--- src/rtl/dice_pkg.sv ---
// Shared types, constants and helpers for the dice roll sequencer.
// Face arithmetic and the LFSR step live here so every user agrees on them.
package dice_pkg;

  typedef enum logic [1:0] {
    IDLE = 2'd0,
    ROLL = 2'd1,
    HOLD = 2'd2
  } state_t;

  localparam int          FACE_W    = 3;
  localparam logic [15:0] LFSR_SEED = 16'hACE1;
  // Taps 16,14,13,11 expressed as bit positions 15,13,12,10
  localparam logic [15:0] LFSR_TAPS = 16'hB400;

  function automatic logic [15:0] lfsr_step(input logic [15:0] value);
    return {value[14:0], ^(value & LFSR_TAPS)};
  endfunction

  // Offset is 1..faces-1 so the new face never equals the current one
  function automatic logic [FACE_W-1:0] next_face(input logic [FACE_W-1:0] cur,
                                                  input logic [2:0]        rnd,
                                                  input int                faces);
    int sum;
    sum = int'(cur) + 1 + (int'(rnd) % (faces - 1));
    if (sum >= faces) sum = sum - faces;
    return FACE_W'(sum);
  endfunction

endpackage

--- src/rtl/button_debouncer.sv ---
// Synchronizes the raw active-low button and accepts a level change only
// after it has been stable for DEBOUNCE_CYCLES consecutive cycles.
module button_debouncer #(
  parameter int DEBOUNCE_CYCLES = 120000
) (
  input  logic clk,
  input  logic rst_n,
  input  logic btn_n,
  output logic level,
  output logic press
);

  localparam int                CNT_W    = $clog2(DEBOUNCE_CYCLES);
  localparam logic [CNT_W-1:0]  CNT_LAST = CNT_W'(DEBOUNCE_CYCLES - 1);

  logic             r_sync1;
  logic             r_sync2;
  logic             r_level;
  logic             r_press;
  logic [CNT_W-1:0] r_cnt;

  // press pulses on the same edge the debounced level falls to 0
  always_ff @(posedge clk or negedge rst_n) begin
    if (!rst_n) begin
      r_sync1 <= 1'b1;
      r_sync2 <= 1'b1;
      r_level <= 1'b1;
      r_press <= 1'b0;
      r_cnt   <= '0;
    end else begin
      r_sync1 <= btn_n;
      r_sync2 <= r_sync1;
      r_press <= 1'b0;
      if (r_sync2 == r_level) begin
        r_cnt <= '0;
      end else if (r_cnt == CNT_LAST) begin
        r_cnt   <= '0;
        r_level <= r_sync2;
        r_press <= ~r_sync2;
      end else begin
        r_cnt <= r_cnt + CNT_W'(1);
      end
    end
  end

  assign level = r_level;
  assign press = r_press;

endmodule

--- src/rtl/dice_roll_sequencer.sv ---
// Push-button dice: debounced press starts a decelerating roll of
// pseudo-random faces, then settles and holds until the button is released.
module dice_roll_sequencer
  import dice_pkg::*;
#(
  parameter int DEBOUNCE_CYCLES = 120000,
  parameter int STEP_BASE       = 600000,
  parameter int STEP_INC        = 150000,
  parameter int NUM_STEPS       = 16,
  parameter int FACES           = 6
) (
  input  logic              clk,
  input  logic              rst_n,
  input  logic              btn_n,
  output logic [FACE_W-1:0] face,
  output logic              rolling,
  output logic              done
);

  localparam int MAX_INTERVAL = STEP_BASE + (NUM_STEPS - 1) * STEP_INC;
  localparam int TIMER_W      = $clog2(MAX_INTERVAL);
  localparam int STEP_W       = $clog2(NUM_STEPS);

  localparam logic [STEP_W-1:0]  STEP_LAST  = STEP_W'(NUM_STEPS - 1);
  localparam logic [TIMER_W-1:0] LIMIT_BASE = TIMER_W'(STEP_BASE - 1);
  localparam logic [TIMER_W-1:0] LIMIT_INC  = TIMER_W'(STEP_INC);

  logic w_level;
  logic w_press;

  button_debouncer #(
    .DEBOUNCE_CYCLES(DEBOUNCE_CYCLES)
  ) u_debouncer (
    .clk  (clk),
    .rst_n(rst_n),
    .btn_n(btn_n),
    .level(w_level),
    .press(w_press)
  );

  state_t              r_state,   w_state;
  logic [FACE_W-1:0]   r_face,    w_face;
  logic                r_rolling, w_rolling;
  logic                r_done,    w_done;
  logic [TIMER_W-1:0]  r_timer,   w_timer;
  logic [TIMER_W-1:0]  r_limit,   w_limit;
  logic [STEP_W-1:0]   r_step,    w_step;
  logic [15:0]         r_lfsr;

  // r_limit tracks interval(step)-1 incrementally, avoiding a multiplier
  always_ff @(posedge clk or negedge rst_n) begin
    if (!rst_n) begin
      r_state   <= IDLE;
      r_face    <= '0;
      r_rolling <= 1'b0;
      r_done    <= 1'b0;
      r_timer   <= '0;
      r_limit   <= '0;
      r_step    <= '0;
      r_lfsr    <= LFSR_SEED;
    end else begin
      r_state   <= w_state;
      r_face    <= w_face;
      r_rolling <= w_rolling;
      r_done    <= w_done;
      r_timer   <= w_timer;
      r_limit   <= w_limit;
      r_step    <= w_step;
      r_lfsr    <= lfsr_step(r_lfsr);
    end
  end

  always_comb begin
    w_state   = r_state;
    w_face    = r_face;
    w_rolling = r_rolling;
    w_done    = 1'b0;
    w_timer   = r_timer;
    w_limit   = r_limit;
    w_step    = r_step;

    case (r_state)
      IDLE: begin
        if (w_press) begin
          w_state   = ROLL;
          w_rolling = 1'b1;
          w_timer   = '0;
          w_step    = '0;
          w_limit   = LIMIT_BASE;
        end
      end
      ROLL: begin
        if (r_timer == r_limit) begin
          w_face  = next_face(r_face, r_lfsr[2:0], FACES);
          w_timer = '0;
          if (r_step == STEP_LAST) begin
            w_state   = HOLD;
            w_rolling = 1'b0;
            w_done    = 1'b1;
          end else begin
            w_step  = r_step + STEP_W'(1);
            w_limit = r_limit + LIMIT_INC;
          end
        end else begin
          w_timer = r_timer + TIMER_W'(1);
        end
      end
      HOLD: begin
        // Wait for release so a held button cannot auto-repeat
        if (w_level) w_state = IDLE;
      end
      default: w_state = IDLE;
    endcase
  end

  assign face    = r_face;
  assign rolling = r_rolling;
  assign done    = r_done;

endmodule
--- config.mk ---
export PLATFORM = sky130hd
export DESIGN_NAME = dice_roll_sequencer
export DESIGN_NICKNAME = d
export VERILOG_FILES = /design/src/rtl/dice_pkg.sv /design/src/rtl/button_debouncer.sv /design/src/rtl/dice_roll_sequencer.sv
export SDC_FILE = /design/constraint.sdc
export NUM_CORES = 1
export LEC_CHECK = 0
export CORE_MARGIN = 4
export CORE_UTILIZATION = 40
export DETAILED_ROUTE_END_ITERATION = 7
export PLACE_DENSITY = 0.66
export REMOVE_ABC_BUFFERS = 1
export SYNTH_ARGS = -nofsm -noshare
export SYNTH_HDL_FRONTEND = slang
export SYNTH_HIERARCHICAL = 1
export SYNTH_SLANG_ARGS = --single-unit
--- constraint.sdc ---
create_clock -name clk -period 3.1 [get_ports clk]
set_input_delay 0.93 -clock clk [delete_from_list [all_inputs] [get_ports clk]]
set_output_delay 0.93 -clock clk [all_outputs]
set_load 0.02 [all_outputs]
==> metrics.txt <==
Critical Path Max Stage Delay between 0.5 and 0.6 ns; min Tclk post-route slightly above 3 ns; simple-gate share of the synthesized area 21.9%; Post-synth EDFFs 0; number of port buffers 7; clk slew on worst S/H paths ~0.07 ns; cell chain of the critical path inv_2 -> ha_4 -> inv_4 -> ha_4 -> a21oi_4 -> xnor2_2 -> ha_2 -> fa_2 -> a21o_1 -> a21oi_2 -> mux2_4 -> o31ai_4 -> xnor2_1 -> mux2_4; RR Startpoint r_lfsr[0]; Setup Skew between 0.006 and 0.007 ns; layout cells sized above 1 15.5%; run status complete, no violations; Rel. slew slack 53.6%; dpl hpwl between 6000 and 7000 um; largest net degree at the start of global routing 56; hold slack final about 0.35 ns; synthesized area about 4700 um2; Skew-Pair Late Insertion Delay 0.35 ns; worst min path class flop to flop; die height about 120 um; gpl congestion around 0.9; setup TNS 0 ns; Worst Tran Pin Value 0.694 ns; H-tree levels 3; grt total ovfl 0; area post-placement 4980 um2; Yosys warnings 6; power per cell area ~440 nW/um2; Max-Cap Viols 0; global-route wire length before repair around 17,000 um; diode count 0; TritonCTS clock tree done; CP top delay family adder cells; peak supply drop roughly 0.35 mV; CP Capture Type flop; min-delay src r_lfsr[4]; drt first pass iters 5; initial antenna violation count 0; Post-synth ARST share 100%; Final Hold Fails 0; Final Slew Violations 0; fin crit share between 90% and 100%; Critical path buffers and inverters 2; clock sinks a little under 90; Via density between 5 and 6; Final Power 0.00235 W; clock buffer depth 2; FILL cells around 1,100; largest cells by area after synthesis dfrtp_1 (42%), xnor2_1 (6.8%), dfstp_2 (6.2%); post-synthesis average cell area slightly below 10 um2; Compound-Gate Fraction of Synth Area 13.8%; Adder-Cell Fraction of Synth Area under 10%; # DRC 0; Worst EP arrival 3.32 ns; routed len/inst between 15 and 20 um; final setup fails 0; post-CTS setup buffer count 0; crit path from r_lfsr[0]; Synth top area share approximately two fifths; CTS Buf Count 9; post-synth top area cell dfrtp_1; Syn Inst Count between 400 and 500; Cell variety after synth 60; multiplexer area fraction after synthesis under 10%; Commonest cells post-synth dfrtp_1 (78), nand2_1 (39), xnor2_1 (36), nor2_1 (34); Fmax between 0.3 and 0.4 GHz; RSZ-0062 raised after global routing true; # rows 39; Required @ worst endpoint between 3 and 4 ns; First DRT Iteration DRCs approximately 230; r2r setup slk about 0.018 ns; Crit-path slowest cell dfstp_2; share of the yosys chip area belonging to registers between 40% and 50%; top-count cell post-synth dfrtp_1; number of global-route vias before repair approximately 3,600; critical path class flop to flop; # IOs 8; Leak ~2.3 nW; gr usage total roughly 16%; Post-Synth XOR/XNOR Area under 10%; Seq cells post-synth 89; synthesis-to-finish area growth 15.5%; final net count 508; antenna viol nets, final 0; ys flop type dfrtp_1; Root Driver clkbuf_16; Starting Density between 40% and 50%; routed via count ~3,700; final instance area roughly 5400 um2; largest family of logic cells by synthesized area simple AND/OR/NAND/NOR gates; die area between 10,000 and 15,000 um2; Die X between 100 and 150 um; largest fanout on the critical path 4; crit path launch type flop; final wirelength 9910 um; core area approximately 11,000 um2
routing by layer:
metal,vias up,global-route usage (%),wire [um]
met5,-,0,0
met1,1811,21.4,4590
li1,1758,-,-
met4,0,6.73,214
met2,72,25.2,4680
met3,18,4.02,424
worst register-to-register path, stage by stage, from the launching register on:
cell and delay, ns:
dfstp_2 0.55, inv_2 0.06, ha_4 0.16, inv_4 0.05
ha_4 0.14, a21oi_4 0.05, xnor2_2 0.13, ha_2 0.18
fa_2 0.34, a21o_1 0.18, a21oi_2 0.16, mux2_4 0.35
o31ai_4 0.26, xnor2_1 0.10, mux2_4 0.26
cell families (layout without fill, tap and decap cells):
family | Yosys count | count (layout)
compound gates | 104 | 104
xor+xnor | 42 | 42
fa+ha+maj | 13 | 13
flops | 89 | 89
simple gates | 188 | 188
buf+inv | 31 | 53
mux | 8 | 8
cell type report:
class | instances | area, um2 | area share (%)
Timing Repair Buffer | 23 | 200 | 3.72
Inverter | 14 | 55.1 | 1.02
Clock inverter | 7 | 86.3 | 1.60
Multi-Input combinational cell | 355 | 2400 | 44.5
Sequential cell | 89 | 2240 | 41.6
Tap cell | 143 | 179 | 3.32
Clock buffer | 9 | 225 | 4.18
sequential cells by signal, indices dropped and copies added, names as in the netlist:
register / count
u_debouncer/r_sync2: 1
r_lfsr: 16
u_debouncer/level: 1
rolling: 1
r_state: 2
r_timer: 22
u_debouncer/press: 1
r_limit: 19
face: 3
r_step: 4
u_debouncer/r_sync1: 1
done: 1
u_debouncer/r_cnt: 17
per-stage QoR:
stage               setup WS [ns]  cells  utilization, %
finish                     0.0183    640            47.2
global route               -0.117    640            47.2
floorplan                  -0.616    458               -
global placement           -0.155    624            43.6
detailed placement         -0.324    624            43.6
CTS                        0.0202    640            46.7
what timing repair did:
item                                    4_1_cts  5_1_grt
endpoints found under the setup margin        2        2
resized for setup                            11       13
pin swaps                                     1        4
hold endpoints to repair                      0        0
hold buffers                                  0        0
report_power, final:
part           switching (W)  internal [W]   total, W
Combinational      0.0000284    0.00000861  0.0000370
Sequential        0.00000446       0.00117    0.00117
Clock               0.000502      0.000643    0.00114
layout by cell type (no fill, tap or decap), types with 3 or more instances in the layout:
cell type / n
a21o_1: 7
clkbuf_16: 9
dfrtp_1: 78
nand2b_1: 5
o21ai_1: 4
xor2_1: 6
and3_1: 9
o21ai_0: 21
clkdlybuf4s50_1: 6
nand2_1: 39
nand4_1: 14
mux2_2: 3
nand4b_1: 3
nor4_1: 4
o31ai_1: 6
inv_1: 11
nor2_1: 34
or4_1: 5
a21oi_1: 23
nand3_1: 26
xnor2_1: 35
and2_1: 5
nor3_1: 12
a31oi_1: 21
buf_4: 16
o211ai_1: 3
dfstp_2: 11
or2_2: 3
or3_1: 13
mux2_4: 3
ha_1: 8
final timing paths:
kind	depth (start not counted)	to
worst max-delay path	14	face[1]
worst min-delay path	0	r_lfsr[5]
worst max register to register	14	face[1]
worst min register to register	0	r_lfsr[5]
max in group asynchronous	2	r_lfsr[10]
min in group asynchronous	1	r_timer[9]
No activity file was read; power rests on OpenSTA's default activity.
